File: src/rtl/proc_pkg.sv
// Shared constants, opcode encodings and FSM state type
// for the memory-access / writeback stage.
package proc_pkg;

  localparam int DEF_DATA_W = 8;
  localparam int DEF_REG_AW = 3;
  localparam int DEF_MEM_AW = 4;
  localparam int DEF_CNT_W  = 16;

  localparam logic [3:0] OP_NOP   = 4'b0000;
  localparam logic [3:0] OP_LOAD  = 4'b1110;
  localparam logic [3:0] OP_STORE = 4'b1111;

  typedef enum logic {
    IDLE    = 1'b0,
    LOAD_RD = 1'b1
  } state_e;

  // Anything that is not NOP/LOAD/STORE is treated as ALU.
  function automatic logic is_alu(input logic [3:0] op);
    return (op != OP_NOP) && (op != OP_LOAD) && (op != OP_STORE);
  endfunction

endpackage

File: src/rtl/dmem_sync.sv
// Data memory: one write port, one synchronous read port.
// Ports: clk, we_i/waddr_i/wdata_i (write), re_i/raddr_i (read), rdata_o.
module dmem_sync #(
  parameter int DW = 8,
  parameter int AW = 4
) (
  input  logic          clk,
  input  logic          we_i,
  input  logic [AW-1:0] waddr_i,
  input  logic [DW-1:0] wdata_i,
  input  logic          re_i,
  input  logic [AW-1:0] raddr_i,
  output logic [DW-1:0] rdata_o
);

  logic [DW-1:0] mem_q [2**AW];
  logic [DW-1:0] rdata_q;

  // Contents are intentionally not reset.
  always_ff @(posedge clk) begin
    if (we_i)
      mem_q[waddr_i] <= wdata_i;
    if (re_i) begin
      // Write-first: a same-address write is seen by the read.
      if (we_i && (waddr_i == raddr_i))
        rdata_q <= wdata_i;
      else
        rdata_q <= mem_q[raddr_i];
    end
  end

  assign rdata_o = rdata_q;

endmodule

File: src/rtl/mem_wb_stage.sv
// Memory-access / writeback stage: loads, stores, RF write,
// forwarding bus, load stall and retired-instruction counter.
// Ports: clk, reset, EU inputs (*_i), rf_*/fwd_* write outputs,
// stall_o (high during LOAD_RD), retired_o (wrapping counter).
module mem_wb_stage
  import proc_pkg::*;
#(
  parameter int DATA_W = DEF_DATA_W,
  parameter int REG_AW = DEF_REG_AW,
  parameter int MEM_AW = DEF_MEM_AW,
  parameter int CNT_W  = DEF_CNT_W
) (
  input  logic              clk,
  input  logic              reset,
  input  logic [3:0]        opcode_i,
  input  logic [DATA_W-1:0] result_i,
  input  logic [REG_AW-1:0] dest_reg_i,
  input  logic              rf_we_i,
  input  logic              dmem_we_i,
  input  logic [DATA_W-1:0] store_data_i,
  input  logic [MEM_AW-1:0] mem_addr_i,
  output logic              rf_we_o,
  output logic [REG_AW-1:0] rf_waddr_o,
  output logic [DATA_W-1:0] rf_wdata_o,
  output logic              fwd_valid_o,
  output logic [REG_AW-1:0] fwd_reg_o,
  output logic [DATA_W-1:0] fwd_data_o,
  output logic              stall_o,
  output logic [CNT_W-1:0]  retired_o
);

  state_e            state_q, state_d;
  logic              rf_we_q, rf_we_d;
  logic [REG_AW-1:0] waddr_q, waddr_d;
  logic [DATA_W-1:0] wdata_q, wdata_d;
  logic [REG_AW-1:0] ld_dest_q, ld_dest_d;
  logic [CNT_W-1:0]  ret_q, ret_d;

  logic              mem_we;
  logic              mem_re;
  logic [DATA_W-1:0] mem_rdata;

  logic op_load, op_store, op_alu;

  assign op_load  = (opcode_i == OP_LOAD);
  assign op_store = (opcode_i == OP_STORE);
  assign op_alu   = is_alu(opcode_i);

  dmem_sync #(
    .DW(DATA_W),
    .AW(MEM_AW)
  ) u_dmem (
    .clk    (clk),
    .we_i   (mem_we),
    .waddr_i(mem_addr_i),
    .wdata_i(store_data_i),
    .re_i   (mem_re),
    .raddr_i(mem_addr_i),
    .rdata_o(mem_rdata)
  );

  always_comb begin
    state_d   = state_q;
    rf_we_d   = 1'b0;
    waddr_d   = waddr_q;
    wdata_d   = wdata_q;
    ld_dest_d = ld_dest_q;
    ret_d     = ret_q;
    mem_we    = 1'b0;
    mem_re    = 1'b0;
    unique case (state_q)
      IDLE: begin
        if (op_load) begin
          mem_re    = 1'b1;
          ld_dest_d = dest_reg_i;
          state_d   = LOAD_RD;
        end else if (op_store) begin
          // Opcode gates the strobe so X/Z on NOP cannot write.
          mem_we = dmem_we_i;
          ret_d  = ret_q + CNT_W'(1);
        end else if (op_alu) begin
          rf_we_d = rf_we_i;
          waddr_d = dest_reg_i;
          wdata_d = result_i;
          ret_d   = ret_q + CNT_W'(1);
        end
      end
      LOAD_RD: begin
        // Inputs are ignored here; upstream is holding.
        rf_we_d = 1'b1;
        waddr_d = ld_dest_q;
        wdata_d = mem_rdata;
        ret_d   = ret_q + CNT_W'(1);
        state_d = IDLE;
      end
      default: state_d = IDLE;
    endcase
  end

  always_ff @(posedge clk or posedge reset) begin
    if (reset) begin
      state_q   <= IDLE;
      rf_we_q   <= 1'b0;
      waddr_q   <= '0;
      wdata_q   <= '0;
      ld_dest_q <= '0;
      ret_q     <= '0;
    end else begin
      state_q   <= state_d;
      rf_we_q   <= rf_we_d;
      waddr_q   <= waddr_d;
      wdata_q   <= wdata_d;
      ld_dest_q <= ld_dest_d;
      ret_q     <= ret_d;
    end
  end

  assign rf_we_o     = rf_we_q;
  assign rf_waddr_o  = waddr_q;
  assign rf_wdata_o  = wdata_q;
  assign fwd_valid_o = rf_we_q;
  assign fwd_reg_o   = waddr_q;
  assign fwd_data_o  = wdata_q;
  assign stall_o     = (state_q == LOAD_RD);
  assign retired_o   = ret_q;

endmodule

File: config.mk
export PLATFORM = sky130hd
export DESIGN_NAME = mem_wb_stage
export DESIGN_NICKNAME = d
export VERILOG_FILES = /design/src/rtl/proc_pkg.sv /design/src/rtl/dmem_sync.sv /design/src/rtl/mem_wb_stage.sv
export SDC_FILE = /design/constraint.sdc
export NUM_CORES = 1
export LEC_CHECK = 0
export ABC_CLOCK_PERIOD_IN_PS = 2100
export CAP_MARGIN = 30
export CORE_MARGIN = 3
export CORE_UTILIZATION = 30
export CTS_CLUSTER_DIAMETER = 150
export CTS_CLUSTER_SIZE = 20
export DETAILED_ROUTE_END_ITERATION = 10
export PLACE_DENSITY = 0.52
export REMOVE_ABC_BUFFERS = 1
export SYNTH_ARGS = -nofsm -noshare
export SYNTH_HDL_FRONTEND = slang
export SYNTH_SLANG_ARGS = --single-unit
File: constraint.sdc
create_clock -name clk -period 2.1 [get_ports clk]
set_input_delay 0.315 -clock clk [delete_from_list [all_inputs] [get_ports clk]]
set_output_delay 0.315 -clock clk [all_outputs]
set_load 0.02 [all_outputs]
Yosys cells after proc, flatten, opt, wreduce, memory -nomap -nowiden
Memory sizes are Yosys's and may differ from the RTL's. A register that Yosys moved wholly into a read port is not among the register bits.
Index checks and enable logic that the tools add are counted.
{"block": "word_totals", "reg_bits": 32, "latchBits": 0, "ramBits": 128, "mem_bits_ro": 0, "input_bits": 31, "out_inout_bits": 41, "memories": 1}
{"block": "op_classes", "addsub": 1, "mul": 0, "div_mod_pow": 0, "magnitude_cmp": 0, "n_eq_ne": 8, "shift": 0, "mux": 24, "bitwise_logic": 1, "reduce_logical": 6}
{"name": "u_dmem.mem_q", "words": 16, "word_bits": 8, "rd": 1, "rd_clocked_by_memory_dff": 1, "write_ports": 1, "line_no": "dmem_sync.sv:16", "text": "logic [DW-1:0] mem_q [2**AW];"}
{"op": "16-bit two-way mux", "n": 3}
{"op": "16-bit one-hot mux with 2 select lines", "n": 1}
{"op": "8-bit two-way mux", "n": 3}
{"op": "16-bit by 1-bit adder with 16-bit output, second input constant", "n": 1}
{"op": "8-bit one-hot mux with 2 select lines", "n": 1}
{"op": "1-bit two-way mux", "n": 10}
{"op": "3-bit two-way mux", "n": 3}
{"op": "4-bit equality test, second input constant", "n": 2}
{"op": "4-bit != test, second input constant", "n": 2}
{"op": "2-bit != test, second input constant", "n": 3}
{"op": "3-bit one-hot mux with 2 select lines", "n": 1}
{"op": "1-bit one-hot mux with 2 select lines", "n": 2}
{"op": "2-bit AND reduction", "n": 2}
{"op": "4-bit nonzero test", "n": 1}
{"op": "3-bit != test, second input constant", "n": 1}
{"op": "3-bit AND reduction", "n": 1}
{"op": "1-bit logical AND", "n": 2}
{"op": "1-bit NOT", "n": 1}

Logic depth before layout (Yosys ltp)
Gate-level depths: netlist of run 1.
{"block": "depth", "ltp_word": 7, "mapped_depth": 5, "mapped_depth_nobuf": 4}

Cells and area by module
A second synthesis of run 1 with hierarchy kept.
{"block": "hier_totals", "cells_unflattened": 389, "area_unflattened_um2": 7033.0}
{"mod": "dmem_sync", "instances": 1, "cells_each": 242, "area_each_um2": 5480.3, "seq_area_each_um2": 4083.9}
{"mod": "mem_wb_stage", "instances": 1, "cells_each": 147, "area_each_um2": 1552.7, "seq_area_each_um2": 800.8}

Worst setup path before layout of run 1
No wires, ideal clock.
{"block": "synth_timing", "path_kind": "reg2reg", "start": "reg state_q (netlist: stall_o)", "end": "mem u_dmem.mem_q[12][0] (enable)", "setup_ns": 0.395, "arrival_ns": 1.887, "path_slack_ns": -0.182, "stages_incl_launch_ff": 4, "cell_sequence": "dfrtp_1 > buf_2 > or3_1 > nor4_1"}
{"block": "synth_between", "elab_chain_cells": 3}
{"item": "start, declared", "line_no": "mem_wb_stage.sv:32", "text": "state_e state_q, state_d;"}
{"item": "start signal, assigned", "line_no": "mem_wb_stage.sv:109", "text": "state_q <= state_d;"}
{"item": "1-bit two-way mux", "line_no": "mem_wb_stage.sv:71", "text": "unique case (state_q)"}
{"item": "1-bit two-way mux", "line_no": "dmem_sync.sv:21", "text": "if (we_i)"}
{"item": "1-bit two-way mux (not written as such)", "line_no": "dmem_sync.sv:22", "text": "mem_q[waddr_i] <= wdata_i;"}
{"item": "end, declared", "line_no": "dmem_sync.sv:16"}
No other way between the ends.

Worst setup path in the final report of run 1
{"block": "layout_timing", "start": "reg ret_q[3] (netlist: retired_o[3])", "end": "out retired_o[3]"}
{"item": "start, declared", "line_no": "mem_wb_stage.sv:37", "text": "logic [CNT_W-1:0] ret_q, ret_d;"}
{"item": "start signal, assigned", "line_no": "mem_wb_stage.sv:114", "text": "ret_q <= ret_d;"}
{"item": "end, declared", "line_no": "mem_wb_stage.sv:29", "text": "output logic [CNT_W-1:0] retired_o"}
No word-level cell between the ends.

==> results of run 1 <==
-- power groups by stage --
stage	combinational (mW)	sequential, mW	clock (mW)
after floorplan	0.294	4.05	0
after global placement	0.926	3.93	0
after CTS	0.935	3.87	3.18
after detailed placement	0.933	3.94	0
final	0.915	3.86	3.09
after global routing	0.991	3.89	3.33
-- final timing paths --
check                         startpoint             endpoint  cells after the start
min                                reset         fwd_reg_o[0]                      3
max reg2reg                      stall_o  u_dmem.mem_q[15][6]                      3
max in group asynchronous          reset         fwd_reg_o[2]                      3
min reg2reg                retired_o[15]        retired_o[15]                      1
min in group clk           retired_o[15]        retired_o[15]                      1
max                         retired_o[3]         retired_o[3]                      1
-- cell families (layout without fill, tap and decap cells) --
kind of cell,count (synthesis),in the layout
flops,168,168
mux,47,47
fa+ha+maj,1,1
compound gates,29,29
xor+xnor,15,15
buf+inv,31,146
simple gates,80,80
-- flip-flops by register name (all words and copies together), names as in the netlist --
| signal | cells |
|---|---|
| ld_dest_q | 3 |
| fwd_reg_o | 3 |
| stall_o | 1 |
| fwd_data_o | 8 |
| retired_o | 16 |
| u_dmem.mem_q | 128 |
| u_dmem.rdata_o | 8 |
| fwd_valid_o | 1 |
-- cell type report --
cell class,count,area (sq um)
clock buffers,18,429
clock inverters,14,166
fillers,1977,12900
inverters,3,11.3
multi-input cells,172,1590
flip-flops and latches,168,4880
well taps,275,344
repair buffers,111,1070
-- stage by stage --
stage | setup WS [ps] | utilization (%) | setup TNS, ps | instance area (sq um)
after detailed placement | -73.4 | 36.9 | -2690 | 7900
after global routing | 149 | 39.7 | 0 | 8500
after global placement | -94.1 | 36.9 | -4150 | 7900
after floorplan | -315 | - | -7640 | 6480
after CTS | 195 | 39.7 | 0 | 8500
final | 230 | 39.7 | 0 | 8500
-- layer usage --
layer / vias up / part of all wire [%] / track usage (%)
li1: 1653 / - / -
met1: 1767 / 47 / 15.4
met2: 96 / 46 / 17.8
met3: 15 / 5.5 / 3.20
met4: 0 / 1.3 / 4.16
met5: - / 0 / 0
-- synth_stat cells, drive strengths merged, types with 4 or more instances --
cell type  number
xnor2          14
nor3            9
buf            21
clkbuf          7
mux4           32
o21ai          11
nand3           6
nand4          10
nand2          29
a22oi          16
mux2            4
dfrtp          32
nor2           14
mux2i          11
edfxtp        136
-- tightest hold or removal path: cells and delay by family --
kind / cells / cell delay, ps
buffers and inverters: 3 / 810
==> metrics.cfg, run 1 <==
[worst_setup_path]
rrSetupSlack_ps = 470
critPathSlowestCell = clkdlybuf4s50_1
cp_cell_sequence = clkdlybuf4s50_1
path_class = reg2out
required_ps = 1780
worstPathMaxFanout = 7
slowest_delay_ps = 670
crit_arrival_ps = 1550
critPathTopFamily = buffers and inverters
crit_buf_inv = 1
setup.worst_path.end_class = output port
worstSetupStartpointType = flip-flop

[synthesis]
synth_ff_type = edfxtp_1
synth_fa_ha_area_share_pct = 0.188
avgSynthCellArea_sq_um = 18.0
yosys.area_share.simple_pct = 5.63
ys_ff_latch = 168
yosys_warnings = 0
synth_seq_area_share_pct = 73.3
synth_edf_count = 136
synth_compound_area_share_pct = 2.91
synthMuxAreaShare_pct = 13.1
synthCells = 371
synth_cell_types = 31
synth_top_family_by_area = multiplexers
async_reset_ff_share_pct = 19.0
synth_top_area_cell = edfxtp_1
synth_area_sq_mm = 0.00667
yosysTopAreaCellShare_pct = 61.3
synthXorXnorAreaFrac_pct = 1.97
synth.area.top_cells = edfxtp_1 (61%), dfrtp_1 (12%), mux4_2 (11%), xnor2_1 (1.8%), a22oi_1 (1.8%)

[pwr]
pwr-share-clk_pct = 39.3
power.leakage_nw = 2.90
p_comb_share_pct = 11.6
internal-power_mw = 5.97
switching_power_mw = 1.90
switching_share_pct = 24.2
p_per_area_mw_per_mm2 = 926
seqPwrFrac_pct = 49.1
finalPower_mw = 7.87
irDropWorstVdd_uv = 507

[cts]
cts_made_buffers = 17
postCtsSetupBuffers = 0
clock_latency_ps = 420
cts.clk_slew.worst_paths_ps = 70
cts_tree = done
cts_sinks = 168
clk_path_buf_depth = 2
postCtsHoldBufs = 0
h-tree-depth = 4
cts_resized = 0
clock-root-buffer = clkbuf_16

[timing]
fin_hold_ws_ps = 280
max-slew-margin-rel_pct = 56.7
clock-skew-final_ps = 7.69
hold_violations = 0
maxSlewViolCount = 0
max_clock_freq_mhz = 535
finalCritPeriodShare_pct = 89.0
setup_viol = 0
min_period_ps = 1870
rsz0062_at_grt = false
tightest_slew_ps = 647

[grt]
grt_max_degree = 35
gr-total-overflow = 0
antenna_found_initial = 0
grt_pass1_vias = 3630
grt_usage_pct = 11.4
grt_pass1_wl_mm = 20.6

[placed_design]
gp_congestion = 0.768
io_buffer_count = 71
post-place-cells = 729
hpwl_mm = 9.44

[route]
drcViolationCount = 0
viasPerCell = 4.64
avgRoutedWirePerCell_um = 17.4
dr.pass1.iters = 4
postRouteAntennaNets = 0
vias = 3531
wirelength_mm = 13.3
drt_iter0_drc = 223

[outcome]
status = completed

[floorplan]
die_area_sq_mm = 0.0240
core_area_sq_mm = 0.0214
initial_utilization_pct = 31.1
ioPinCount = 72
die_w_um = 155
core.rowCount = 53
die_h_um = 155

[finish]
nets = 505
layout_commonest_cell = edfxtp_1
synthToLayoutAreaGrowth_pct = 27.5
instances_no_fill = 761
antennaDiodeCount = 0
final_cell_mix = edfxtp_1 (136), clkdlybuf4s50_1 (70), buf_4 (35)
drive_gt1_share_pct = 22.8

[run]
maxCapViolCount = 0

[hold_path]
hp-class = in2async

No activity file was read; power rests on OpenSTA's default activity.
==> inputs of run 2 (changes only) <==
CAP_MARGIN = default   (was 30)
==> results of run 2 <==
Final layout, timing and power as in run 1 (identical DEF).
